===== src/rtl/led_long_decoder.sv =====
// rtl/led_long_decoder.sv - pulse-width LED line decoder rebuilding four 5-bit symbols; optional PASSCODE_CMP_EN adds EXP_CODE match
module led_long_decoder #(
    parameter int unsigned MIN_PULSE = 2_000_000,
    parameter int unsigned THRESH    = 50_000_000,
    parameter int unsigned MAX_PULSE = 150_000_000,
    parameter int unsigned SYM_GAP   = 100_000_000,
    parameter int unsigned FRAME_GAP = 300_000_000,
    parameter logic [19:0] EXP_CODE  = 20'd0
) (
    input  logic       clk,
    input  logic       rst,
    input  logic       LED_signal,
    output logic [4:0] sig1,
    output logic [4:0] sig2,
    output logic [4:0] sig3,
    output logic [4:0] sig4,
    output logic       frame_valid,
    output logic       frame_err,
    output logic       busy,
    output logic       match
);

    typedef enum logic [1:0] {IDLE, HIGH, LOW, ERR} state_t;

    state_t      state, next_state;
    logic        sync1, sync2, sync3;
    logic        rise, fall;
    logic [31:0] cnt;
    logic [2:0]  bit_cnt, sym_cnt;
    logic [4:0]  sym_sr;
    logic [19:0] frame_sr;
    logic        shift_en, push_en, load_en, clr_en, err_entry;
    logic        bit_val;

    assign rise    = sync2 & ~sync3;
    assign fall    = ~sync2 & sync3;
    assign bit_val = (cnt >= THRESH);
    assign busy    = (state != IDLE);

    always_ff @(posedge clk) begin
        if (rst) state <= IDLE;
        else     state <= next_state;
    end

    // cnt holds the length of the level that just ended on an edge cycle,
    // otherwise the number of cycles the current level has lasted so far.
    always_comb begin
        next_state = state;
        shift_en   = 1'b0;
        push_en    = 1'b0;
        load_en    = 1'b0;
        unique case (state)
            IDLE: if (rise) next_state = HIGH;
            HIGH: begin
                if (cnt > MAX_PULSE) begin
                    next_state = ERR;
                end else if (fall) begin
                    if (cnt < MIN_PULSE)
                        next_state = (bit_cnt == 3'd0 && sym_cnt == 3'd0) ? IDLE : LOW;
                    else if (bit_cnt == 3'd5)
                        next_state = ERR;
                    else begin
                        shift_en   = 1'b1;
                        next_state = LOW;
                    end
                end
            end
            LOW: begin
                // bit_cnt==0 here means a glitch restarted an already-closed gap
                if (cnt == SYM_GAP && bit_cnt != 3'd0) begin
                    if (bit_cnt != 3'd5 || sym_cnt == 3'd4)
                        next_state = ERR;
                    else begin
                        push_en = 1'b1;
                        if (rise) next_state = HIGH;
                    end
                end else if (cnt == FRAME_GAP) begin
                    if (sym_cnt != 3'd4)
                        next_state = ERR;
                    else begin
                        load_en    = 1'b1;
                        next_state = rise ? HIGH : IDLE;
                    end
                end else if (rise) begin
                    next_state = HIGH;
                end
            end
            ERR: if (!sync2 && cnt >= FRAME_GAP) next_state = IDLE;
            default: next_state = IDLE;
        endcase
        clr_en    = load_en || (next_state == ERR);
        err_entry = (next_state == ERR) && (state != ERR);
    end

    always_ff @(posedge clk) begin
        if (rst) begin
            sync1       <= 1'b0;
            sync2       <= 1'b0;
            sync3       <= 1'b0;
            cnt         <= 32'd0;
            bit_cnt     <= 3'd0;
            sym_cnt     <= 3'd0;
            sym_sr      <= 5'd0;
            frame_sr    <= 20'd0;
            sig1        <= 5'd0;
            sig2        <= 5'd0;
            sig3        <= 5'd0;
            sig4        <= 5'd0;
            frame_valid <= 1'b0;
            frame_err   <= 1'b0;
        end else begin
            sync1 <= LED_signal;
            sync2 <= sync1;
            sync3 <= sync2;
            if (rise || fall)         cnt <= 32'd1;
            else if (cnt != '1)       cnt <= cnt + 32'd1;
            if (clr_en) begin
                bit_cnt  <= 3'd0;
                sym_cnt  <= 3'd0;
                sym_sr   <= 5'd0;
                frame_sr <= 20'd0;
            end else if (shift_en) begin
                sym_sr  <= {sym_sr[3:0], bit_val};
                bit_cnt <= bit_cnt + 3'd1;
            end else if (push_en) begin
                frame_sr <= {frame_sr[14:0], sym_sr};
                sym_cnt  <= sym_cnt + 3'd1;
                bit_cnt  <= 3'd0;
                sym_sr   <= 5'd0;
            end
            if (load_en) begin
                sig1 <= frame_sr[19:15];
                sig2 <= frame_sr[14:10];
                sig3 <= frame_sr[9:5];
                sig4 <= frame_sr[4:0];
            end
            frame_valid <= load_en;
            frame_err   <= err_entry;
        end
    end

`ifdef PASSCODE_CMP_EN
    always_ff @(posedge clk) begin
        if (rst) match <= 1'b0;
        else     match <= load_en && (frame_sr == EXP_CODE);
    end
`else
    logic unused_exp_code;
    assign unused_exp_code = ^EXP_CODE;
    assign match           = 1'b0;
`endif

endmodule

===== config.mk =====
export PLATFORM = sky130hd
export DESIGN_NAME = led_long_decoder
export DESIGN_NICKNAME = d
export VERILOG_FILES = /design/src/rtl/led_long_decoder.sv
export SDC_FILE = /design/constraint.sdc
export NUM_CORES = 1
export LEC_CHECK = 0
export CAP_MARGIN = 0
export CORE_ASPECT_RATIO = 0.75
export CORE_MARGIN = 5
export CORE_UTILIZATION = 59
export DETAILED_ROUTE_END_ITERATION = 8
export PLACE_DENSITY = 0.84
export SLEW_MARGIN = 5
export SYNTH_ARGS = -nofsm -noshare
export SYNTH_HDL_FRONTEND = slang
export SYNTH_SLANG_ARGS = --single-unit

===== constraint.sdc =====
create_clock -name clk -period 3.6 [get_ports clk]
set_clock_uncertainty 0.1 [all_clocks]
set_input_delay 0.36 -clock clk [delete_from_list [all_inputs] [get_ports clk]]
set_output_delay 0.36 -clock clk [all_outputs]
set_load 0.02 [all_outputs]

==> results.md, run 1 <==
- Post-synth EDFFs: 0
- Clk_lat worst skew: 0.37 ns
- Met1 WL: 4498 microns
- RSZ-0062 raised after global routing: no
- Initial antenna violation count: 0
- Placement row count: 27
- CP arrival: 3.18 ns
- R2R cell count: 8
- Ys Warns: 0
- Metal2 WL: about 4000 microns
- Mapped Cells: around 480
- Async S/R FF share, synth: 0%
- Layout cells sized above 1: 8.130%
- Synthesis-to-finish area growth: 10.23%
- Clock Sinks: 90
- Post-layout util: approximately two thirds
- Initial Util: 60.14%
- Power Density: 357.4 nW/um^2
- FILL cells: 576
- Max Buffers Root-to-Sink: 2
- Pre-Repair DR Iteration Count: 8
- Vias/cell: roughly 6.0
- Static Leak: 1.754 nW
- CTS root buffer: clkbuf_8
- Crit start category: flop
- HPWL after DPL: 6803 microns
- Placement Cell Area: between 4000 and 5000 sq um
- WHS Path Cells: 1
- Commonest register cell after synthesis: dfxtp_1
- Crit Path Max Fanout: 31
- Yosys top cell by area: dfxtp_1
- IO buf count: 25
- Total GRT Usage: 21.48%
- DR WL/cell: 16.01 microns
- Setup crit end kind: flop
- First DRT Iteration DRCs: 402
- Resized cells post-CTS: 0
- Status: completed
- Core area: between 7000 and 8000 sq um
- Synth Cell Area: 4368 sq um
- Clock slew at reported path FFs: 0.10 ns
- Routed Antenna Nets: 0
- Final GP Congestion: 1.008
- HP Class: flop to flop
- Final number of hold-violating endpoints: 0
- Setup violators final: 0
- TritonCTS Buffers: 9
- Die span in y: 84.52 microns
- Tightest Pin Transition: roughly 0.64 ns
- Design area: 4815 sq um
- Min Tclk post-route: 3.018 ns
- Max-slew violations: 0
- Via count: 3549
- Data required time at the worst endpoint: 3.76 ns
- Routed wire length on met3: approximately 850 microns
- FF+latch count, synth: 90
- Die area: between 9000 and 10000 sq um
- Congestion Overflow GR: 0
- Die width: roughly 110 microns
- First-pass GRT wire length: 15790 microns
- Hold_buf cts: 0
- R2r setup slk: between 0.5 and 0.6 ns
- Max_cap viols: 0
- Setup Fix Bufs, Post-CTS: 0
- Unique masters post-synth: between 50 and 60
- Crit path kind: flop to flop
- Period utilization: roughly 84%
- Net count, final: 499
- Vias in the first global route: ~3200
- Syn nets: 494
- Detailed Route WL: 9493 microns
- Register area share after synthesis: 41.25%
- Setup TNS: 0 ns
- FF/Latch Area: between 1500 and 2000 sq um
- Maximum clock frequency: 0.3313 GHz
- Peak supply drop: roughly 0.33 mV
- Uppermost layer routed: met4
- Slew headroom: 57.42%
- I/O pins: 27
- H-tree depth: 3
- Area occupied by multi-input gates: 2297 sq um
- Top cell type's share of synthesized area: 41.25%
- Largest net degree at the start of global routing: 35
- DRC: 0
- Synth Area per Inst: between 9 and 10 sq um
- TritonCTS clock tree: built
- Antenna cells: 0
- Largest cells by area after synthesis: dfxtp_1, mux2i_1, nor2_1
==> layout make-up <==
cell class	count	share of cell area, %
Timing Repair Buffer	32	6.549
Multi-Input combinational cell	333	47.71
Clock inverter	7	1.481
Tap cell	101	2.625
Sequential cell	90	37.42
Inverter	21	1.637
Clock buffer	9	2.573
==> flip-flops by register name, summed over array words and instances, names as in the netlist <==
signal	count
sig3	5
frame_valid	1
sync1	1
sym_cnt	3
sig4	5
bit_cnt	3
sig2	5
sym_sr	5
sig1	5
cnt	32
sync3	1
state	2
frame_err	1
sync2	1
frame_sr	20
==> path summary, 6_finish.rpt <==
kind	to	startpoint
setup / recovery	bit_cnt[2]$_SDFFE_PP0P_	cnt[20]$_SDFFE_PP0P_
hold / removal	sync2$_SDFF_PP0_	sync1$_SDFF_PP0_
setup reg to reg	bit_cnt[2]$_SDFFE_PP0P_	cnt[20]$_SDFFE_PP0P_
hold reg to reg	sync2$_SDFF_PP0_	sync1$_SDFF_PP0_
==> logic make-up after synthesis <==
family	synth area share [%]
buffers and inverters	6.302
AO/OA/AOI/OAI	12.23
other	0.08585
XOR/XNOR	5.815
multiplexers	4.583
AND/OR/NAND/NOR	27.16
flip-flops	41.25
adder cells (fa/ha/maj)	2.578
==> metal layers <==
metal | GRT usage, % | vias to the layer above
li1 | - | 1706
met1 | 31.52 | 1662
met2 | 29.53 | 160
met3 | 6.533 | 21
met4 | 7.248 | 0
met5 | 2.198 | -
==> worst max-delay path, stage by stage (launching register included) <==
cell,delay [ns]
dfxtp_1,0.57
nand4_2,0.27
or4_4,0.60
a2111oi_4,0.37
a2111oi_0,0.12
a211o_1,0.32
a21oi_2,0.17
buf_12,0.20
and3b_1,0.19
==> Yosys cell counts, types with 4 or more instances <==
| master | n |
|---|---|
| mux2i_1 | 20 |
| nand3_1 | 13 |
| and4_1 | 5 |
| buf_2 | 10 |
| nand4_1 | 9 |
| nor3_1 | 12 |
| nor4_1 | 8 |
| inv_1 | 21 |
| nor2b_1 | 7 |
| clkbuf_1 | 20 |
| nor2_1 | 49 |
| dfxtp_1 | 90 |
| nand2_1 | 30 |
| xor2_1 | 12 |
| or3_1 | 6 |
| and2_1 | 8 |
| o21ai_0 | 5 |
| a31oi_1 | 9 |
| ha_1 | 9 |
| xnor2_1 | 17 |
| and3_1 | 7 |
| a21oi_1 | 12 |
| a22o_1 | 20 |
| a211oi_1 | 4 |
| buf_4 | 5 |
| nor3b_1 | 24 |
==> through the flow <==
stage | power (mW) | hold slack (ns) | setup slack [ns] | instances
after floorplan | 1.062 | 0.3138 | 1.018 | 482
after global placement | 1.074 | 0.3238 | 0.7196 | 577
after detailed placement | 1.076 | 0.3324 | 0.6161 | 577
after CTS | 1.730 | 0.3548 | 0.6124 | 593
after global routing | 1.784 | 0.3756 | 0.4932 | 593
final | 1.721 | 0.3528 | 0.5817 | 593
==> cell usage in the layout (no fill, tap or decap), types with 5 or more instances in the layout <==
cell type,Yosys,final
a22o_1,20,20
nand3_1,13,13
or3_1,6,6
a21oi_1,12,12
and2_1,8,8
and3_1,7,7
nor3b_1,24,24
nand4_1,9,9
o21ai_0,5,5
nor2b_1,7,7
nor2_1,49,49
xnor2_1,17,17
nor3_1,12,12
clkbuf_8,0,9
nor4_1,8,8
nand2_1,30,30
ha_1,9,9
mux2i_1,20,20
a31oi_1,9,8
xor2_1,12,12
and4_1,5,5
clkdlybuf4s50_1,0,25
buf_4,5,6
dfxtp_1,90,90
inv_1,21,21
==> report_power, final <==
| group | internal (mW) | switching, mW |
|---|---|---|
| Clock | 0.269 | 0.398 |
| Sequential | 0.999 | 0.00478 |
| Combinational | 0.0187 | 0.0300 |
Note: power is estimated with default switching activity, not from simulation.
==> run 2: changes to the inputs <==
--- a/config.mk
+++ b/config.mk
@@ -8,9 +8,9 @@
 export CAP_MARGIN = 0
 export CORE_ASPECT_RATIO = 0.75
 export CORE_MARGIN = 5
-export CORE_UTILIZATION = 59
+export CORE_UTILIZATION = 53
 export DETAILED_ROUTE_END_ITERATION = 8
-export PLACE_DENSITY = 0.84
+export PLACE_DENSITY = 0.8
 export SLEW_MARGIN = 5
 export SYNTH_ARGS = -nofsm -noshare
 export SYNTH_HDL_FRONTEND = slang
==> constraint.sdc (replaced) <==
create_clock -name clk -period 2.7 [get_ports clk]
set_clock_uncertainty 0.1 [all_clocks]
set_input_delay 0.27 -clock clk [delete_from_list [all_inputs] [get_ports clk]]
set_output_delay 0.27 -clock clk [all_outputs]
set_load 0.02 [all_outputs]
==> run 2 against run 1 <==
Power up 39%; sequential share of layout area is 3.3 points lower; via count grew 3.8%; fmax is 14% higher; worst setup slack got worse by 0.52 ns; core utilization grew 0.33 points; routed wire length grew 10%; global-route usage decreased by 0.74 points; die area increased by 10%; critical endpoint is now frame_sr[11]$_SDFFE_PP0P_; highest routed layer unchanged.
==> results.md, run 2 (synthesized netlist as in run 1, its figures left out) <==
- Hold slack: 0.3413 ns
- Design area: 5298 sq um
- Congestion Overflow GR: 0
- Pwr Total: 2.400 mW
- Setup TNS: 0 ns
- Crit Path Max Fanout: 7
- Most common cell after layout, fill and taps aside: dfxtp_1
- Die span in y: 88.62 microns
- Hold Crit Start: sync1$_SDFF_PP0_
- CTS root buffer: clkbuf_8
- R2R cell count: 11
- I/O pins: 27
- DRC: 0
- Max FFs per register: 32
- Tightest Pin Transition: 0.5650 ns
- Peak supply drop: ~0.43 mV
- IO buf count: 25
- Initial Util: a little over half
- Post-route setup slack: 0.06385 ns
- Max Buffers Root-to-Sink: 2
- R2r setup slk: 0.06 ns
- Total GRT Usage: 20.74%
- Vias/cell: between 5 and 6
- First-pass GRT wire length: 16680 microns
- Hold EP: sync2$_SDFF_PP0_
- Layout Cells excl Fill: between 600 and 700
- Crit start category: flop
- Die area: 10180 sq um
- Setup crit end kind: flop
- Pre-Repair DR Iteration Count: 5
- Data required time at the worst endpoint: 2.87 ns
- Initial antenna violation count: 0
- Final number of hold-violating endpoints: 0
- Post-layout util: 66.61%
- FILL cells: 627
- Maximum clock frequency: 0.3793 GHz
- Period utilization: 97.64%
- Clock Sinks: 90
- Placement Cell Area: 4897 sq um
- HP Class: flop to flop
- Die width: 114.8 microns
- Vias in the first global route: between 3000 and 4000
- Hold_buf cts: 0
- Crit path kind: flop to flop
- Final GP Congestion: 0.9198
- TritonCTS clock tree: built
- Net count, final: 537
- Via count: between 3000 and 4000
- DR WL/cell: 16.44 microns
- Most frequent cells in the layout: dfxtp_1, nor2_1, buf_4
- Setup violators final: 0
- H-tree depth: 3
- Slew headroom: 61.36%
- Power Density: approximately 450 nW/um^2
- Routed Antenna Nets: 0
- Largest registers: cnt: 32 flops, frame_sr: 20 flops
- Layout cells sized above 1: 18.49%
- CP arrival: approximately 2.8 ns
- Pre-CTS setup slack: -0.03882 ns
- WHS Path Cells: 1
- Core area: just under 8000 sq um
- Largest net degree at the start of global routing: 32
- First DRT Iteration DRCs: 328
- Status: completed
- Clk_lat worst skew: between 0.3 and 0.4 ns
- Max_cap viols: 0
- Cells after DPL: 614
- Min Tclk post-route: 2.636 ns
- Antenna cells: 0
- Reg2reg start: bit_cnt[0]$_SDFFE_PP0P_
- Reg2reg end: frame_sr[11]$_SDFFE_PP0P_
- Max-slew violations: 0
- Clock slew at reported path FFs: 0.10 ns
- TritonCTS Buffers: 9
- HPWL after DPL: 7217 microns
- Synthesis-to-finish area growth: 21.28%
- Largest Register: cnt
- Detailed Route WL: approximately 10000 microns
- Static Leak: 2.021 nW
- Placement row count: 28
## run 2: where the power goes
| group | internal, mW | switching, mW |
|---|---|---|
| registers | 1.33 | 0.00447 |
| logic | 0.0323 | 0.0466 |
| clock network | 0.451 | 0.533 |
| total | 1.82 | 0.584 |
## run 2: what timing repair did
action	CTS	global route
gates resized for setup	3	27
pin swaps	2	6
gates cloned	1	1
buffers inserted	2	2
endpoints found under the setup margin	30	37
## run 2: worst max path at each step
stage,startpoint,to,slack [ns],depth (start not counted)
global placement,bit_cnt[0]$_SDFFE_PP0P_,frame_sr[17]$_SDFFE_PP0P_,0.08,10
floorplan,bit_cnt[0]$_SDFFE_PP0P_,bit_cnt[1]$_SDFFE_PP0P_,0.12,10
finish,bit_cnt[0]$_SDFFE_PP0P_,frame_sr[11]$_SDFFE_PP0P_,0.06,11
CTS,cnt[9]$_SDFFE_PP0P_,frame_sr[11]$_SDFFE_PP0P_,0.006,6
global route,cnt[31]$_SDFFE_PP0P_,frame_sr[13]$_SDFFE_PP0P_,-0.04,12
detailed placement,bit_cnt[1]$_SDFFE_PP0P_,frame_sr[12]$_SDFFE_PP0P_,-0.04,10
## run 2: area by class of cell
type | count | area, sq um | area share [%]
well taps | 105 | 131.4 | 2.480
flip-flops and latches | 90 | 1807 | 34.10
clock buffers | 9 | 123.9 | 2.338
repair buffers | 70 | 650.6 | 12.28
inverters | 21 | 78.83 | 1.488
multi-input cells | 333 | 2415 | 45.58
clock inverters | 7 | 91.34 | 1.724
## run 2: per-layer routing
layer | global-route usage, % | vias to the layer above | part of all wire [%] | wire [microns]
li1 | - | 1793 | - | -
met1 | 30.06 | 1766 | 49 | 5165
met2 | 30.32 | 111 | 43 | 4475
met3 | 4.853 | 14 | 6.1 | 642
met4 | 7.249 | 0 | 1.5 | 157
met5 | 0 | - | 0 | 0
## run 2: worst max-delay path, stage by stage, from the launching register on
cell       delay (ns)
dfxtp_2          0.33
inv_1            0.06
ha_4             0.15
nor2b_4          0.12
or4_4            0.49
a2111oi_4        0.38
a2111oi_2        0.06
a211o_1          0.32
a21oi_4          0.16
buf_6            0.15
clkbuf_16        0.15
nor3b_2          0.05
==> run 3: changes to the inputs <==
--- a/config.mk
+++ b/config.mk
@@ -6,11 +6,12 @@
 export NUM_CORES = 1
 export LEC_CHECK = 0
 export CAP_MARGIN = 0
-export CORE_ASPECT_RATIO = 0.75
+export CORE_ASPECT_RATIO = 0.7
 export CORE_MARGIN = 5
-export CORE_UTILIZATION = 53
+export CORE_UTILIZATION = 30
 export DETAILED_ROUTE_END_ITERATION = 8
-export PLACE_DENSITY = 0.8
+export PLACE_DENSITY = 0.53
+export SKIP_CTS_REPAIR_TIMING = 1
 export SLEW_MARGIN = 5
 export SYNTH_ARGS = -nofsm -noshare
 export SYNTH_HDL_FRONTEND = slang
==> run 3 against run 2 <==
Cell count is 15% higher; design area is 7.1% higher; die area is 68% higher; fmax is 0.12% higher; via count is 0.95% lower; global-route usage is 8.1 points lower; highest routed layer unchanged; register-to-register slack hardly changed; combinational power is 2% higher.
==> results.md, run 3 (synthesized netlist as in run 1, its figures left out) <==
- Status: completed
- Pwr Total: 2.655 mW
- Area occupied by multi-input gates: 2466 sq um
- Crit path kind: flop to flop
- Initial Util: 30.98%
- Die width: between 150 and 200 microns
- Crit start category: flop
- Min Tclk post-route: between 2 and 3 ns
- CTS root buffer: clkbuf_16
- I/O pins: 27
- Setup violators final: 0
- Power Density: about 470 nW/um^2
- Final number of hold-violating endpoints: 0
- Final GP Congestion: between 0.8 and 0.9
- Pre-CTS setup slack: -0.1271 ns
- Vias/cell: 4.985
- Congestion Overflow GR: 0
- Most frequent cells in the layout: dfxtp_1, buf_4, nor2_1
- Initial antenna violation count: 0
- Die span in y: between 100 and 150 microns
- HPWL after DPL: ~7800 microns
- Largest Register: cnt
- DRC: 0
- Synthesis-to-finish area growth: 29.85%
- Period utilization: 97.52%
- Most common cell after layout, fill and taps aside: dfxtp_1
- IO buf count: 25
- Static Leak: approximately 2.1 nW
- Max-slew violations: 0
- Cell family with most CP delay: simple AND/OR/NAND/NOR gates
- Placement Cell Area: 5099 sq um
- HP Class: flop to flop
- Placement row count: 36
- Max stage delay cell, worst path: or4b_4
- Clock slew at reported path FFs: 0.07 ns
- Routed Antenna Nets: 0
- Max_cap viols: 0
- DR WL/cell: 15.27 microns
- FILL cells: 1407
- Post-route setup slack: roughly 0.067 ns
- Crit Path Max Fanout: 7
- Max FFs per register: 32
- Layout cells sized above 1: 23.06%
- WP buf/inv: 2
- CP arrival: about 2.8 ns
- Total GRT Usage: approximately an eighth
- Die area: 17110 sq um
- Slowest stage delay, CP: 0.53 ns
- CP Cell Sequence: nor4_4 -> or4b_4 -> a2111oi_4 -> a2111oi_2 -> a211o_1 -> a21oi_4 -> buf_12 -> clkbuf_16 -> nor3b_2
- Via count: 3649
- Pre-Repair DR Iteration Count: 5
- Largest registers: cnt: 32 flops, frame_sr: 20 flops
- Data required time at the worst endpoint: ~2.8 ns
- Peak supply drop: roughly 0.34 mV
- Antenna cells: 0
- First-pass GRT wire length: 17990 microns
- Tightest Pin Transition: 0.5500 ns
- First DRT Iteration DRCs: 189
- Clock Sinks: 90
- Slew headroom: a little over 60%
- Design area: 5672 sq um
- Largest net degree at the start of global routing: 32
- Setup crit end kind: flop
- Core area: 14100 sq um
- RSZ-0062 raised after global routing: yes
- Clk_lat worst skew: between 0.3 and 0.4 ns
- Setup TNS: 0 ns
- FF/Latch Area: ~1800 sq um
- Max Buffers Root-to-Sink: 2
- TritonCTS clock tree: built
- H-tree depth: 3
- TritonCTS Buffers: 9
- Vias in the first global route: 3393
- Maximum clock frequency: 0.3798 GHz
- Detailed Route WL: 11170 microns
- Net count, final: 549
-- run 3: report_power, final --
group	internal (mW)	total [mW]	switching (mW)
sequential	1.33	1.34	0.00417
clock	0.650	1.24	0.587
combinational	0.0339	0.0806	0.0467
-- run 3: worst paths after layout --
kind / start / to / slack [ns] / cells past startpoint
worst max-delay path: cnt[28]$_SDFFE_PP0P_ / sym_sr[2]$_SDFFE_PP0P_ / 0.07 / 9
worst min-delay path: sync1$_SDFF_PP0_ / sync2$_SDFF_PP0_ / 0.35 / 1
worst max register to register: cnt[28]$_SDFFE_PP0P_ / sym_sr[2]$_SDFFE_PP0P_ / 0.07 / 9
worst min register to register: sync1$_SDFF_PP0_ / sync2$_SDFF_PP0_ / 0.35 / 1
-- run 3: final cells by class --
class                           instances  area share (%)
Multi-Input combinational cell        333           43.48
Inverter                               21           1.390
Clock buffer                            9           3.971
Tap cell                              190           4.191
Clock inverter                          7           1.257
Timing Repair Buffer                   82           13.81
Sequential cell                        90           31.90
-- run 3: metrics by stage --
step | util, % | hold slack, ns | cells
after global placement | 36.16 | 0.3315 | 710
after floorplan | - | 0.2982 | 482
after CTS | 38.27 | 0.3525 | 726
after global routing | 40.23 | 0.3734 | 732
final | 40.23 | 0.3529 | 732
after detailed placement | 36.16 | 0.3354 | 710
-- run 3: per-layer routing --
metal | vias up | GRT usage, % | part of all wire [%] | wire, microns
met5 | - | 0 | 0 | 0
met1 | 1741 | 19.35 | 53 | 5940
met3 | 11 | 3.980 | 5.2 | 580
met4 | 0 | 3.000 | 1.0 | 117
li1 | 1812 | - | - | -
met2 | 85 | 17.06 | 41 | 4535
